[config.mk]
export PLATFORM = sky130hd
export DESIGN_NAME = instr_encoder_loader_flat
export DESIGN_NICKNAME = d
export VERILOG_FILES = /design/src/rtl/instr_encoder_loader_if.sv /design/src/rtl/instr_encoder_loader.sv /design/src/flat_wrapper.sv
export SDC_FILE = /design/constraint.sdc
export NUM_CORES = 1
export LEC_CHECK = 0
export CORE_ASPECT_RATIO = 1.25
export CORE_MARGIN = 2
export CORE_UTILIZATION = 40
export CTS_BUF_LIST = sky130_fd_sc_hd__clkbuf_16
export DETAILED_ROUTE_END_ITERATION = 12
export GPL_TIMING_DRIVEN = 0
export PLACE_DENSITY = 0.78
export SYNTH_ARGS = -nofsm -noshare
export SYNTH_HDL_FRONTEND = slang
export SYNTH_SLANG_ARGS = --single-unit
[constraint.sdc]
create_clock -name clk -period 2.28 [get_ports clk]
set_input_delay 0.57 -clock clk [delete_from_list [all_inputs] [get_ports clk]]
set_output_delay 0.57 -clock clk [all_outputs]
set_load 0.1 [all_outputs]
[src/rtl/instr_encoder_loader_if.sv]
// Bundle of the request channel, the instruction-memory write channel and the
// job status lines shared by the program loader and whatever drives it.
interface instr_encoder_loader_if #(
    parameter int AW = 32,
    parameter int CW = 8
);
    logic          start;
    logic [AW-1:0] base_addr;
    logic [CW-1:0] n_instr;
    logic          in_valid;
    logic          in_ready;
    logic [2:0]    kind;
    logic [4:0]    rs;
    logic [4:0]    rt;
    logic [4:0]    rd;
    logic [5:0]    funct;
    logic [15:0]   imm;
    logic [25:0]   target;
    logic          imem_we;
    logic          imem_ready;
    logic [AW-1:0] imem_addr;
    logic [31:0]   imem_wdata;
    logic          busy;
    logic          done;
    logic          err;

    // The loader itself sits on the slave side.
    modport slave (
        input  start, base_addr, n_instr, in_valid, kind, rs, rt, rd, funct,
               imm, target, imem_ready,
        output in_ready, imem_we, imem_addr, imem_wdata, busy, done, err
    );

    // The host/memory side that feeds requests and absorbs writes.
    modport master (
        output start, base_addr, n_instr, in_valid, kind, rs, rt, rd, funct,
               imm, target, imem_ready,
        input  in_ready, imem_we, imem_addr, imem_wdata, busy, done, err
    );
endinterface

[src/rtl/instr_encoder_loader.sv]
// Boot/program loader: encodes instruction requests (class + fields) into
// 32-bit MIPS words and streams them into instruction memory at consecutive
// word addresses. Only the classes the main decoder understands are encoded;
// anything else is swallowed and flagged through the sticky err line.
module instr_encoder_loader #(
    parameter int AW = 32,
    parameter int CW = 8
) (
    input  logic                   clk,
    input  logic                   reset,
    instr_encoder_loader_if.slave  bus
);
    typedef enum logic [1:0] {
        IDLE = 2'd0,
        RUN  = 2'd1,
        DONE = 2'd2
    } state_t;

    state_t        state;
    state_t        state_next;

    logic [AW-1:0] addr;
    logic [CW-1:0] rem;
    logic [CW-1:0] rem_acc;
    logic          we_q;
    logic [31:0]   wdata_q;
    logic          err_q;

    logic [5:0]    opcode;
    logic [31:0]   enc_word;
    logic          legal;
    logic          ready_int;
    logic          accept;
    logic          wr_done;

    // Map the request class to its opcode and pack the fields into R/I/J layout.
    always_comb begin
        opcode   = 6'b000000;
        enc_word = 32'h0000_0000;
        legal    = 1'b1;
        case (bus.kind)
            3'd0:    opcode = 6'b000000;
            3'd1:    opcode = 6'b100011;
            3'd2:    opcode = 6'b101011;
            3'd3:    opcode = 6'b000100;
            3'd4:    opcode = 6'b001000;
            3'd5:    opcode = 6'b000010;
            default: legal  = 1'b0;
        endcase
        case (bus.kind)
            3'd0:    enc_word = {opcode, bus.rs, bus.rt, bus.rd, 5'b00000, bus.funct};
            3'd5:    enc_word = {opcode, bus.target};
            default: enc_word = {opcode, bus.rs, bus.rt, bus.imm};
        endcase
    end

    // A write retires when memory takes it; a request is taken only while
    // legal words are still owed and the single output slot is free or freeing.
    assign wr_done = we_q & bus.imem_ready;
    assign accept  = bus.in_valid & ready_int;

    // Next-state and job-level status outputs.
    always_comb begin
        state_next = state;
        ready_int  = 1'b0;
        bus.busy   = (state != IDLE);
        bus.done   = (state == DONE);
        case (state)
            IDLE: begin
                if (bus.start) begin
                    state_next = (bus.n_instr == '0) ? DONE : RUN;
                end
            end
            RUN: begin
                ready_int = (rem_acc != '0) && (!we_q || bus.imem_ready);
                if (wr_done && (rem == CW'(1))) begin
                    state_next = DONE;
                end
            end
            DONE: begin
                state_next = IDLE;
            end
            default: begin
                state_next = IDLE;
            end
        endcase
        bus.in_ready = ready_int;
    end

    // State register.
    always_ff @(posedge clk) begin
        if (reset) begin
            state <= IDLE;
        end else begin
            state <= state_next;
        end
    end

    // Job counters, the held output word and the sticky error flag.
    always_ff @(posedge clk) begin
        if (reset) begin
            addr    <= '0;
            rem     <= '0;
            rem_acc <= '0;
            we_q    <= 1'b0;
            wdata_q <= 32'h0000_0000;
            err_q   <= 1'b0;
        end else begin
            if ((state == IDLE) && bus.start) begin
                addr    <= {bus.base_addr[AW-1:2], 2'b00};
                rem     <= bus.n_instr;
                rem_acc <= bus.n_instr;
                we_q    <= 1'b0;
                err_q   <= 1'b0;
            end else if (state == RUN) begin
                if (accept && legal) begin
                    we_q    <= 1'b1;
                    wdata_q <= enc_word;
                    rem_acc <= rem_acc - CW'(1);
                end else if (wr_done) begin
                    we_q <= 1'b0;
                end
                if (accept && !legal) begin
                    err_q <= 1'b1;
                end
                if (wr_done) begin
                    addr <= addr + AW'(4);
                    rem  <= rem - CW'(1);
                end
            end
        end
    end

    assign bus.imem_we    = we_q;
    assign bus.imem_addr  = addr;
    assign bus.imem_wdata = wdata_q;
    assign bus.err        = err_q;
endmodule

[src/flat_wrapper.sv]
// flat-port wrapper written by rule: the top's interface ports become plain ports
module instr_encoder_loader_flat 
#(
    parameter int AW = 32,
    parameter int CW = 8
)
  (clk, reset, bus_start, bus_base_addr, bus_n_instr, bus_in_valid, bus_kind, bus_rs, bus_rt, bus_rd, bus_funct, bus_imm, bus_target, bus_imem_ready, bus_in_ready, bus_imem_we, bus_imem_addr, bus_imem_wdata, bus_busy, bus_done, bus_err);
  instr_encoder_loader_if #(.AW(AW), .CW(CW)) bus_i ();
  input  logic clk;
  input  logic reset;
  input wire logic [$bits(bus_i.start)-1:0] bus_start;
  input wire logic [$bits(bus_i.base_addr)-1:0] bus_base_addr;
  input wire logic [$bits(bus_i.n_instr)-1:0] bus_n_instr;
  input wire logic [$bits(bus_i.in_valid)-1:0] bus_in_valid;
  input wire logic [$bits(bus_i.kind)-1:0] bus_kind;
  input wire logic [$bits(bus_i.rs)-1:0] bus_rs;
  input wire logic [$bits(bus_i.rt)-1:0] bus_rt;
  input wire logic [$bits(bus_i.rd)-1:0] bus_rd;
  input wire logic [$bits(bus_i.funct)-1:0] bus_funct;
  input wire logic [$bits(bus_i.imm)-1:0] bus_imm;
  input wire logic [$bits(bus_i.target)-1:0] bus_target;
  input wire logic [$bits(bus_i.imem_ready)-1:0] bus_imem_ready;
  output wire logic [$bits(bus_i.in_ready)-1:0] bus_in_ready;
  output wire logic [$bits(bus_i.imem_we)-1:0] bus_imem_we;
  output wire logic [$bits(bus_i.imem_addr)-1:0] bus_imem_addr;
  output wire logic [$bits(bus_i.imem_wdata)-1:0] bus_imem_wdata;
  output wire logic [$bits(bus_i.busy)-1:0] bus_busy;
  output wire logic [$bits(bus_i.done)-1:0] bus_done;
  output wire logic [$bits(bus_i.err)-1:0] bus_err;
  assign bus_i.start = bus_start;
  assign bus_i.base_addr = bus_base_addr;
  assign bus_i.n_instr = bus_n_instr;
  assign bus_i.in_valid = bus_in_valid;
  assign bus_i.kind = bus_kind;
  assign bus_i.rs = bus_rs;
  assign bus_i.rt = bus_rt;
  assign bus_i.rd = bus_rd;
  assign bus_i.funct = bus_funct;
  assign bus_i.imm = bus_imm;
  assign bus_i.target = bus_target;
  assign bus_i.imem_ready = bus_imem_ready;
  assign bus_in_ready = bus_i.in_ready;
  assign bus_imem_we = bus_i.imem_we;
  assign bus_imem_addr = bus_i.imem_addr;
  assign bus_imem_wdata = bus_i.imem_wdata;
  assign bus_busy = bus_i.busy;
  assign bus_done = bus_i.done;
  assign bus_err = bus_i.err;
  instr_encoder_loader #(.AW(AW), .CW(CW)) u_core (.clk(clk), .reset(reset), .bus(bus_i));
endmodule
==> results.toml <==
[status]
status = "complete, but fails checks"
violations = "negative setup slack"

[pwr]
ir_drop_mv = 0.329
power.density_nw_per_um2 = 702
power_leakage_nw = 2.65

[synthesis]
synth_top_area_share_pct = 35.9
synth_edf_count = 0
seq_area_frac_synth_pct = 35.9
syn_avg_cell_area_um2 = 7.76
ys_top_cells_by_area = "dfxtp_1 (36%), a21oi_1 (4.9%), nor2_1 (4.5%)"
synth_area_um2 = 4460
netlist_instances = 575
netlist_top_cells_count = "dfxtp_1 (80), nor2_1 (53), nand2_1 (49)"
yosys.cell_types.count = 58
synth_warnings = 0
yosys.area.top_type = "dfxtp_1"
ys_async_sr_fraction_pct = 0
yosysMostFrequentCell = "dfxtp_1"
ys_ff_latch = 80
synth_top_flop_cell = "dfxtp_1"

[global_route]
grt_pass1_vias = 5076
grt_usage_pct = 25.1
antenna_found_initial = 0
grt_start_max_net_pins = 15
grt_overflow = 0
grt_pass1_wl_um = 24600

[sta]
hold_violations = 0
worst_pin_slew_ns = 1.02
rsz0062_at_grt = "yes"
slew_violations = 0
setup_slack_ns = -0.0797
fin_crit_sh_pct = 103
setup_violations = 2
slew_headroom_pct = 32.4
fmax_mhz = 424
period_needed_ns = 2.36
whs_ns = 0.451
finalClockSkew_ns = 0.00653

[routing]
vias_per_cell = 5.83
wl_per_cell_um = 17.2
num_vias = 5266
wl_met3_um = 1220
top_signal_layer_used = "met4"
met1Wirelength_um = 6030
drc_errors = 0
drt_iter0_drc = 310
routed_wl_um = 15500
first_pass_iters = 5
wl_met2_um = 7750
drtAntennaViolNets = 0

[job]
maxCapViolCount = 0

[placement]
hpwlAfterDp_um = 11900
place_area_um2 = 6390
routabilityCongestion = 0.950
post-place-cells = 883
port_buffers = 171

[clocking]
cts_tree = "done"
cts_buffer_depth = 2
clock-sinks = 80
htree_levels = 3
clock-root-buffer = "clkbuf_16"
cts.clk_slew.worst_paths_ns = 0.06
clk_latency_ns = 0.33
cts.hold.buffers_added = 0
cts_buffers = 9

[floorplan]
start_util_pct = 40.6
die_h_um = 122
core_um2 = 11000
die-area_um2 = 12000
rows = 43
boundaryPins = 180
die_w_um = 98.4

[setup_path]
worstPathRequired_ns = 1.71
critPathKind = "flip-flop to output pin"
r2r_slack_ns = -0.03
r2r_cells = 5
critPathMaxFanout = 4
critical_path.startpoint = "u_core.rem_acc[5]"
regToRegEndpoint = "u_core.rem_acc[1]"
arrival_ns = 1.79
end_kind = "output pin"
r2r_start = "u_core.rem_acc[5]"
cp-start-kind = "flip-flop"

[layout]
syn_to_final_growth_pct = 52.5
instances_no_fill = 903
fin_area_um2 = 6800
drive_gt1_share_pct = 11.2
layout.nets = 879
num_antenna_cells = 0

[hold_path]
hp-class = "flip-flop to flip-flop"
worstHoldEndpoint = "u_core.bus.imem_wdata[2]"
worstHoldStart = "u_core.bus.imem_wdata[2]"
hold_path_depth = 2
==> stage by stage <==
step	power (W)	worst slack (ns)	utilization (%)	TNS (ns)
after floorplan	0.00263	-0.00856	-	-0.00856
after detailed placement	0.00313	-0.885	58.2	-31.75
final	0.00477	-0.0797	61.9	-0.110
after CTS	0.00475	-0.0578	61.4	-0.0738
after global placement	0.00311	-0.897	58.2	-29.93
after global routing	0.00494	-0.136	61.9	-0.217
==> power breakdown <==
part	internal, W	switching (W)	total [W]	leakage, nW
Clock	0.00107	0.000590	0.00166	0.167
Combinational	0.000481	0.00101	0.00149	1.82
Sequential	0.00151	0.000107	0.00161	0.663
==> cell type report <==
class,count,area [um^2]
plain buffers,45,206
clock buffers,9,225
clock inverters,7,120
fillers,1044,4180
inverters,11,41.3
multi-input cells,439,2720
flip-flops and latches,80,1630
well taps,135,169
repair buffers,177,1690
==> worst max path at each step <==
stage,to,slack (ns),depth (start not counted)
after global placement,bus_in_ready,-0.90,5
after global routing,bus_in_ready,-0.14,4
final,bus_in_ready,-0.08,4
after floorplan,u_core.rem_acc[1],-0.009,6
after CTS,bus_in_ready,-0.06,4
after detailed placement,bus_in_ready,-0.89,5
==> flip-flops by register name, indices dropped and copies added (netlist names) <==
| name | flops |
|---|---|
| u_core.bus.imem_addr | 30 |
| u_core.bus.imem_wdata | 30 |
| u_core.rem | 8 |
| u_core.rem_acc | 8 |
| u_core.state | 2 |
| u_core.bus.err | 1 |
| u_core.bus.imem_we | 1 |
==> cells by family after synthesis <==
family,count (synthesis),share of synthesized area (%)
multiplexers,3,0.673
other,1,0.0841
AO/OA/AOI/OAI,174,26.2
buffers and inverters,58,5.42
AND/OR/NAND/NOR,235,26.5
XOR/XNOR,19,3.73
adder cells (fa/ha/maj),5,1.40
flip-flops,80,35.9
==> per-layer routing <==
metal,GRT usage [%],vias up
met5,0,-
met3,6.66,39
li1,-,2533
met1,27.6,2443
met4,12.5,0
met2,44.6,251
==> timing repair <==
action,4_1_cts,5_1_grt
pin swaps,6,2
endpoints found under the setup margin,140,38
gates cloned,0,0
buffers inserted,4,2
resized for setup,97,23
==> placed cells by master (no fill, tap or decap), types with 13 or more instances in the layout <==
cell type	synthesis	routed
clkdlybuf4s50_1	0	104
dlygate4sd2_1	0	63
dfxtp_1	80	58
nor2_1	53	52
nand2_1	49	48
a21oi_1	44	44
nand3_1	37	36
clkbuf_1	38	25
o21ai_0	25	25
dfxtp_2	0	22
o22ai_1	16	16
a22oi_1	14	14
a211oi_1	14	14
nor3_1	16	14
nand2b_1	13	13
a311oi_1	15	13
==> critical path, stage by stage, from the launching register on <==
cell,delay [ns]
dfxtp_2,0.32
or4_4,0.57
nor4b_4,0.30
nor2_2,0.09
buf_12,0.17
No activity file was read; power rests on OpenSTA's default activity.
